File: src/rtl/stack_arbiter_pkg.sv
// stack_arbiter_pkg: shared sizing, FSM state encoding and push/pop op
// encoding for the data-stack controller.
package stack_arbiter_pkg;
    localparam int DEPTH = 256;   // stack entries; 8-bit pointer
    localparam int WIDTH = 8;     // data word width
    localparam int PTR_W = 8;
    localparam int CNT_W = 9;     // occupancy 0..DEPTH needs one extra bit

    localparam logic PUSH = 1'b1;
    localparam logic POP  = 1'b0;

    typedef enum logic {
        IDLE     = 1'b0,
        POP_WAIT = 1'b1
    } state_t;
endpackage

File: src/rtl/rr_arb2.sv
// rr_arb2: two-requester round-robin arbiter.
//   clk, rst : clock, synchronous active-high reset
//   valid    : request lines, bit N = port N
//   enable   : arbitration allowed this cycle
//   grant    : one-hot (or zero) grant, combinational
// The last-grant register resets to 1 so port 0 wins the first tie.
module rr_arb2 (
    input  logic       clk,
    input  logic       rst,
    input  logic [1:0] valid,
    input  logic       enable,
    output logic [1:0] grant
);
    logic last;

    always_comb begin
        grant = 2'b00;
        if (enable) begin
            case (valid)
                2'b01:   grant = 2'b01;
                2'b10:   grant = 2'b10;
                2'b11:   grant = last ? 2'b01 : 2'b10;
                default: grant = 2'b00;
            endcase
        end
    end

    always_ff @(posedge clk) begin
        if (rst)
            last <= 1'b1;
        else if (|grant)
            last <= grant[1];
    end
endmodule

File: src/rtl/stack_arbiter.sv
// stack_arbiter: controller for the 256x8 data stack RAM shared by the ALU
// (port 0) and the call/return unit (port 1). Owns sp and occupancy, grants
// one op per cycle round-robin, drives the RAM and returns pop data one
// cycle after the grant.
//   clk, rst                 : clock, synchronous active-high reset
//   reqN_valid/push/data     : request (push=1, pop=0), held until ready
//   reqN_ready               : request accepted this cycle
//   rspN_valid/data/err      : one-cycle response pulse
//   ram_addr/we/wdata/rdata  : RAM side; rdata valid the cycle after addr
//   sp, count, full, empty   : stack status
// Optional macro STACK_ARBITER_GUARD_EN: reject push-when-full and
// pop-when-empty with rspN_err instead of wrapping the pointer.
import stack_arbiter_pkg::*;

module stack_arbiter (
    input  logic             clk,
    input  logic             rst,
    input  logic             req0_valid,
    input  logic             req0_push,
    input  logic [WIDTH-1:0] req0_data,
    output logic             req0_ready,
    input  logic             req1_valid,
    input  logic             req1_push,
    input  logic [WIDTH-1:0] req1_data,
    output logic             req1_ready,
    output logic             rsp0_valid,
    output logic [WIDTH-1:0] rsp0_data,
    output logic             rsp0_err,
    output logic             rsp1_valid,
    output logic [WIDTH-1:0] rsp1_data,
    output logic             rsp1_err,
    output logic [PTR_W-1:0] ram_addr,
    output logic             ram_we,
    output logic [WIDTH-1:0] ram_wdata,
    input  logic [WIDTH-1:0] ram_rdata,
    output logic [PTR_W-1:0] sp,
    output logic [CNT_W-1:0] count,
    output logic             full,
    output logic             empty
);
    state_t           state;
    logic [1:0]       grant;
    logic             gnt_any, gnt_port, gnt_push;
    logic [WIDTH-1:0] gnt_data;
    logic             reject, do_push, do_pop;
    logic             rsp_vld_q, rsp_port_q, rsp_err_q, rsp_hit;

    // No grants while in reset or while a pop is waiting for RAM data.
    rr_arb2 u_arb (
        .clk    (clk),
        .rst    (rst),
        .valid  ({req1_valid, req0_valid}),
        .enable (state == IDLE && !rst),
        .grant  (grant)
    );

    assign req0_ready = grant[0];
    assign req1_ready = grant[1];
    assign gnt_any    = |grant;
    assign gnt_port   = grant[1];
    assign gnt_push   = gnt_port ? req1_push : req0_push;
    assign gnt_data   = gnt_port ? req1_data : req0_data;

    assign full  = (count == CNT_W'(DEPTH));
    assign empty = (count == '0);

`ifdef STACK_ARBITER_GUARD_EN
    assign reject = gnt_any && (gnt_push == PUSH ? full : empty);
`else
    assign reject = 1'b0;
`endif

    assign do_push = gnt_any && gnt_push == PUSH && !reject;
    assign do_pop  = gnt_any && gnt_push == POP  && !reject;

    always_comb begin
        ram_addr  = '0;
        ram_we    = 1'b0;
        ram_wdata = '0;
        if (do_push) begin
            ram_addr  = sp;
            ram_we    = 1'b1;
            ram_wdata = gnt_data;
        end else if (do_pop) begin
            ram_addr  = sp - 1'b1;
        end
    end

    always_ff @(posedge clk) begin
        if (rst) begin
            state      <= IDLE;
            sp         <= '0;
            count      <= '0;
            rsp_vld_q  <= 1'b0;
            rsp_port_q <= 1'b0;
            rsp_err_q  <= 1'b0;
        end else begin
            rsp_vld_q  <= gnt_any;
            rsp_port_q <= gnt_port;
            rsp_err_q  <= reject;
            case (state)
                IDLE: begin
                    if (do_push) begin
                        sp <= sp + 1'b1;
                        if (!full) count <= count + 1'b1;
                    end else if (do_pop) begin
                        sp    <= sp - 1'b1;
                        if (!empty) count <= count - 1'b1;
                        state <= POP_WAIT;
                    end
                end
                default: state <= IDLE;
            endcase
        end
    end

    // Response is masked during reset so a reset landing in POP_WAIT emits
    // no pulse. Pop data passes straight through from the RAM read port.
    assign rsp_hit    = rsp_vld_q && !rst;
    assign rsp0_valid = rsp_hit && !rsp_port_q;
    assign rsp1_valid = rsp_hit &&  rsp_port_q;
    assign rsp0_data  = (rsp0_valid && state == POP_WAIT) ? ram_rdata : '0;
    assign rsp1_data  = (rsp1_valid && state == POP_WAIT) ? ram_rdata : '0;

`ifdef STACK_ARBITER_GUARD_EN
    assign rsp0_err = rsp0_valid && rsp_err_q;
    assign rsp1_err = rsp1_valid && rsp_err_q;
`else
    assign rsp0_err = 1'b0;
    assign rsp1_err = 1'b0;
`endif
endmodule
File: config.mk
export PLATFORM = sky130hd
export DESIGN_NAME = stack_arbiter
export DESIGN_NICKNAME = d
export VERILOG_FILES = /design/src/rtl/stack_arbiter_pkg.sv /design/src/rtl/rr_arb2.sv /design/src/rtl/stack_arbiter.sv
export SDC_FILE = /design/constraint.sdc
export NUM_CORES = 1
export LEC_CHECK = 0
export CAP_MARGIN = 25
export CORE_UTILIZATION = 40
export CTS_CLUSTER_DIAMETER = 40
export DETAILED_ROUTE_END_ITERATION = 16
export DONT_BUFFER_PORTS = 1
export SYNTH_ARGS = -nofsm -noshare
export SYNTH_HDL_FRONTEND = slang
export SYNTH_SLANG_ARGS = --single-unit
export TNS_END_PERCENT = 50
File: constraint.sdc
create_clock -name clk -period 3.69 [get_ports clk]
set_input_delay 0.738 -clock clk [delete_from_list [all_inputs] [get_ports clk]]
set_output_delay 0.738 -clock clk [all_outputs]
set_load 0.01 [all_outputs]
## Word-level counts from Yosys, hierarchy flattened

Index checks and enable logic that the tools add are counted.

- Flip-flop bits (word level): 21
- Input bits: 30
- Output and inout bits: 58
- Logic and storage cells: 52

- Add/subtract/negate cells: 4
- Equality and inequality tests: 6
- Multiplexer cells: 18
- Bitwise logic cells: 2
- Reductions and logical operators: 16

Operators by type and width:

| cell | number |
|---|---|
| $mux 8 | 8 |
| $mux 9 | 4 |
| $add 9x1->9 const B | 1 |
| $eq 9x9->1 const B | 1 |
| $logic_not 9->1 | 1 |
| $sub 9x1->9 const B | 1 |
| $add 8x1->8 const B | 1 |
| $logic_and 1x1->1 | 8 |
| $sub 8x1->8 const B | 1 |
| $pmux 2 s3 | 1 |
| $eq 2x2->1 const B | 2 |
| $mux 2 | 2 |
| $reduce_and 4->1 | 1 |
| $mux 1 | 3 |
| $reduce_or 3->1 | 1 |
| $eq 2x1->1 const B | 1 |
| $logic_not 1->1 | 2 |
| $ne 2x1->1 const B | 1 |
| $ne 2x2->1 const B | 1 |
| $not 1->1 | 2 |
| $reduce_and 2->1 | 1 |
| $reduce_bool 2->1 | 1 |
| $reduce_or 2->1 | 1 |

## Longest topological paths before layout

- Word-level depth: 8
- Mapped depth: 13

## Modules after synthesis

A second synthesis with hierarchy kept.

- Cells, all modules: 253
- Area, all modules: 1869.3 um2

By module, submodules not included:

| module | instances | cells an instance | area each (um2) | seq. area each (um2) |
|---|---|---|---|---|
| stack_arbiter | 1 | 245 | 1810.5 | 400.4 |
| rr_arb2 | 1 | 8 | 58.8 | 20.0 |

## Worst setup path before layout

No wires, ideal clock.

- Path type: in2reg
- Start: input port req0_valid
- End: register count[8]
- Setup time: 0.088 ns
- Arrival time: 3.171 ns
- Path slack: 0.431 ns
- Stages on the path: 12
- Buffers on the path: 0
- Path through: a211oi_2 -> nand3_2 -> nand2_4 -> nand2_4 -> inv_2 -> fa_1 -> inv_1 -> a21o_1 -> a41o_1 -> o41ai_1 -> mux2_2 -> o32ai_2

- Longest elaborated chain between the ends: 8
- Elaborated cells on any way between the ends: 15
- Those cells by class: eq/ne (5); mux (4); bitwise (1); reduce/logical (5)

Ends and longest elaborated chain:

| item | line | text |
|---|---|---|
| start, declared | stack_arbiter.sv:18 | `input logic req0_valid,` |
| $eq 2x2->1 or $eq 2x1->1 (tied branches) | rr_arb2.sv:19 | `case (valid)` |
| $pmux 2 s3 * | rr_arb2.sv:19 |  |
| $mux 2 * | rr_arb2.sv:18 | `if (enable) begin` |
| $mux 1 | stack_arbiter.sv:61 | `assign gnt_push = gnt_port ? req1_push : req0_push;` |
| $not 1->1 | stack_arbiter.sv:74 | `assign do_pop = gnt_any && gnt_push == POP && !reject;` |
| $logic_and 1x1->1 | stack_arbiter.sv:74 |  |
| $reduce_bool 2->1 (no source line) | n/a |  |
| $reduce_and 4->1 (no source line) | n/a |  |
| end signal, assigned | stack_arbiter.sv:105 | `if (!full) count <= count + 1'b1;` |
| end signal, assigned | stack_arbiter.sv:108 | `if (!empty) count <= count - 1'b1;` |
| end, declared | stack_arbiter.sv:37 | `output logic [CNT_W-1:0] count,` |

Mark *: on every way between the ends. The rest lies on a longest branch, timed or not.
A chain may end at the register's enable or synchronous reset.

## Worst setup path in the final report

Ends and elaborated chain as after synthesis.

==> out/summary.txt <==
==================================================================================================
Sequential fraction of the synthesis area                                                    23.4%
Critical Path Source Type                                                             primary input
Global-route wire length before repair                                                     6.58 mm
Count of standard-cell rows                                                                     23
I/O pins                                                                                        88
Post-synthesis to final-layout area growth                                                   2.79%
Pwr per Cell Area                                                                       529 nW/um2
Worst reg2reg path depth                                                                        12
Vertical extent of the die                                                                 69.0 um
Maxcap violations                                                                                0
TritonCTS clock tree                                                                          done
Worst slew margin relative to its limit                                                      36.5%
Area leader, netlist                                                                  sky130_fd_sc_hd__dfxtp_1
Top cell by count, worst path                                                         sky130_fd_sc_hd__nand2_4
First DRT Iteration DRCs                                                                        71
Largest delay contributor family on the critical path                                 compound AO/OA/AOI/OAI gates
Buffers from clock root to sink, at most                                                         2
Overall global routing resource usage                                                        18.5%
Post-synthesis async set-or-reset flop share                                                    0%
Max Freq                                                                                 0.302 GHz
Largest vdd supply drop                                                                 0.000233 V
Number of enable-type register cells in the synthesized netlist                                  0
Worst r2r dst                                                                         count[8]$_SDFFE_PP0P_
Termination of the worst setup path                                                   count[8]$_SDFFE_PP0P_
Maximum number of pins on one net before global-route repair                                    24
Total Routed Length                                                                        4.35 mm
Final slew viol count                                                                            0
Startpoint of the most critical register-to-register path                             state$_SDFF_PP0_
Count of nets after finishing                                                                  273
Proportion of layout cells with a drive suffix above 1                                       8.62%
Number of H-tree branching levels                                                                1
Hold-fix buffers, CTS                                                                            0
Final HPWL DP                                                                              3.22 mm
Avg Synthesized Cell Area                                                                 7.47 um2
Standby leakage power                                                                  0.000838 uW
Maximum fanout encountered on the critical timing path                                          16
Total of fill cells in the finished design                                                     421
Initial DRT Pass Iterations                                                                      4
Remaining Overflow, GRT                                                                          0
Clock tree root driver cell                                                           sky130_fd_sc_hd__clkbuf_8
Sink Count                                                                                      21
Post-Syn Area                                                                             1790 um2
Number of endpoints with negative hold slack in the final report                                 0
Clock transition time at the flip-flop clock pins of the worst setup and hold paths        0.08 ns
Outcome                                                                                  completed
Die outline width                                                                          69.0 um
Number of instances in the synthesized netlist                                                 240
Transition time at the pin with the least slew margin                                     0.950 ns
Resized Gates After CTS                                                                          0
Top cells by area in the synthesized netlist                                          sky130_fd_sc_hd__dfxtp_1 23%, sky130_fd_sc_hd__and3_1 7.0%, sky130_fd_sc_hd__ha_1 6.3%
Post-CTS setup buffers                                                                           0
Top cells by instance count after synthesis                                           27 x sky130_fd_sc_hd__nand2_1, 27 x sky130_fd_sc_hd__nor2_1, 22 x sky130_fd_sc_hd__a21oi_1
Drt via density                                                                               5.84
CP Capture Type                                                                               flop
Number of storage elements in the synthesis netlist                                             21
Worst clock skew                                                                        0.00225 ns
Yosys warning count                                                                              0
Post-route antenna net violation count                                                           0
Detailed-route wire length per cell                                                        15.4 um
Number of buffers added by the clock tree synthesis step                                         3
Crit path buffers/inverters                                                                      2
Total via count after detailed routing                                                        1647
Worst R2R Setup Slack                                                                      0.38 ns
Setup Crit Path Kind                                                                     in -> reg
Period utilization                                                                           89.8%
Summed negative setup slack over all endpoints                                                0 ns
Antenna violations before repair                                                                 0
Total of endpoints with negative setup slack in the final report                                 0
Critical Path Slowest Stage Cell                                                      sky130_fd_sc_hd__o41ai_1
Crit path DAT                                                                              3.48 ns
Setup repair after global routing missed its margin                                             no
Final routed DRC violation total                                                                 0
Ordered cell list for the critical path                                               a211oi_2 > nand3_2 > nand2_4 > nand2_4 > inv_2 > fa_1 > inv_1 > a21o_1 > a41o_1 > o41ai_1 > mux2_2 > o32ai_2
Number of distinct standard cells referenced by the synthesized netlist                         54
Share of the synthesized area in the top cell type                                           23.4%
Effective utilization at floorplan                                                           43.3%
Skew-Pair Late Insertion Delay                                                             0.25 ns
Area of the core                                                                          4140 um2
Worst EP required                                                                          3.86 ns
Classification of the worst-slack hold path                                             reg -> reg
Full die area                                                                             4750 um2
Largest stage delay on the critical path                                                   0.46 ns
Vias in the first global route                                                                1395
Post-layout minimum cycle time                                                             3.31 ns
Stages on the worst setup path                                                                  12
I/O Buffers                                                                                      0
Predominant post-synthesis flop cell                                                  sky130_fd_sc_hd__dfxtp_1
Overall power                                                                               974 uW
Critical Path Source                                                                    req0_valid
Number of antenna repair diodes                                                                  0
Final weighted congestion of routability-driven global placement                             0.793
==================================================================================================
## cells by family after synthesis
family	after synthesis	share of synthesized area, %
AOI/OAI and AO/OA	51	20.4
xor gates and xnor gates	19	9.28
adders and majority gates	10	7.40
buffers and inverters	29	7.19
DFF	21	23.4
muxes	4	2.37
other	1	0.209
and+or+nand+nor	105	29.7
## cells in the final DEF, fill, tap and decap left out, types with 2 or more instances in the layout
master / n
sky130_fd_sc_hd__a211o_1: 2
sky130_fd_sc_hd__a211oi_1: 2
sky130_fd_sc_hd__a21o_1: 2
sky130_fd_sc_hd__a21oi_1: 22
sky130_fd_sc_hd__a311oi_1: 2
sky130_fd_sc_hd__a41o_1: 2
sky130_fd_sc_hd__and3_1: 20
sky130_fd_sc_hd__buf_4: 2
sky130_fd_sc_hd__clkbuf_8: 3
sky130_fd_sc_hd__conb_1: 2
sky130_fd_sc_hd__dfxtp_1: 21
sky130_fd_sc_hd__ha_1: 9
sky130_fd_sc_hd__inv_1: 11
sky130_fd_sc_hd__inv_2: 2
sky130_fd_sc_hd__mux2_2: 2
sky130_fd_sc_hd__mux2i_1: 2
sky130_fd_sc_hd__nand2_1: 27
sky130_fd_sc_hd__nand2_4: 2
sky130_fd_sc_hd__nand2b_1: 4
sky130_fd_sc_hd__nand3_1: 6
sky130_fd_sc_hd__nand4_1: 2
sky130_fd_sc_hd__nor2_1: 27
sky130_fd_sc_hd__nor3_1: 6
sky130_fd_sc_hd__nor4_1: 3
sky130_fd_sc_hd__o21ai_0: 3
sky130_fd_sc_hd__o21ai_2: 2
sky130_fd_sc_hd__o31ai_1: 2
sky130_fd_sc_hd__or4_1: 2
sky130_fd_sc_hd__xnor2_1: 11
sky130_fd_sc_hd__xor2_1: 8
## where the power goes
group	internal, uW	switching (uW)
registers	268	82.4
logic	203	271
clock network	76.8	73.6
## through the flow
stage	setup slack, ns	hold slack, ns	std cells	utilization [%]	area, um2
after detailed placement	0.0938	0.523	278	43.4	1800
after global placement	0.174	0.520	278	43.4	1800
after floorplan	0.431	0.494	241	-	1800
after global routing	0.0713	0.525	282	44.5	1840
after CTS	0.384	0.540	282	44.5	1840
final	0.377	0.541	282	44.5	1840
## area by class of cell
class / count / area [um2] / share of cell area [%]
tap: 50 / 62.6 / 3.39
sequential: 21 / 420 / 22.8
timing repair buffer: 2 / 15.0 / 0.815
inverter: 14 / 52.6 / 2.85
clock buffer: 4 / 45.0 / 2.44
multi-input combinational: 191 / 1250 / 67.7
## routing by layer
metal  share of wire (%)  track usage (%)  routed length [um]  vias up
met5                   0                0                   0        -
met4                0.97             5.36                  42        0
met1                  46             24.9                2020      738
met3                 5.9             3.13                 256        4
met2                  47             29.9                2030       73
li1                    -                -                   -      832
## worst min-delay path by stage
stage	startpoint	endpoint	slack, ns	cells after the start
2_1_floorplan	u_arb.last$_SDFFE_PP1P_	u_arb.last$_SDFFE_PP1P_	0.49	1
3_3_place_gp	u_arb.last$_SDFFE_PP1P_	u_arb.last$_SDFFE_PP1P_	0.52	1
3_5_place_dp	u_arb.last$_SDFFE_PP1P_	u_arb.last$_SDFFE_PP1P_	0.52	1
4_1_cts	rst	sp[2]$_SDFFE_PP0P_	0.54	1
5_1_grt	rst	sp[2]$_SDFFE_PP0P_	0.53	1
6_report	u_arb.last$_SDFFE_PP1P_	u_arb.last$_SDFFE_PP1P_	0.54	1
## registers in the layout, summed over array words and instances (netlist names)
register	cells
count	9
sp	8
rsp_port_q	1
rsp_vld_q	1
state	1
u_arb.last	1
(Power assumes the default switching activity.)
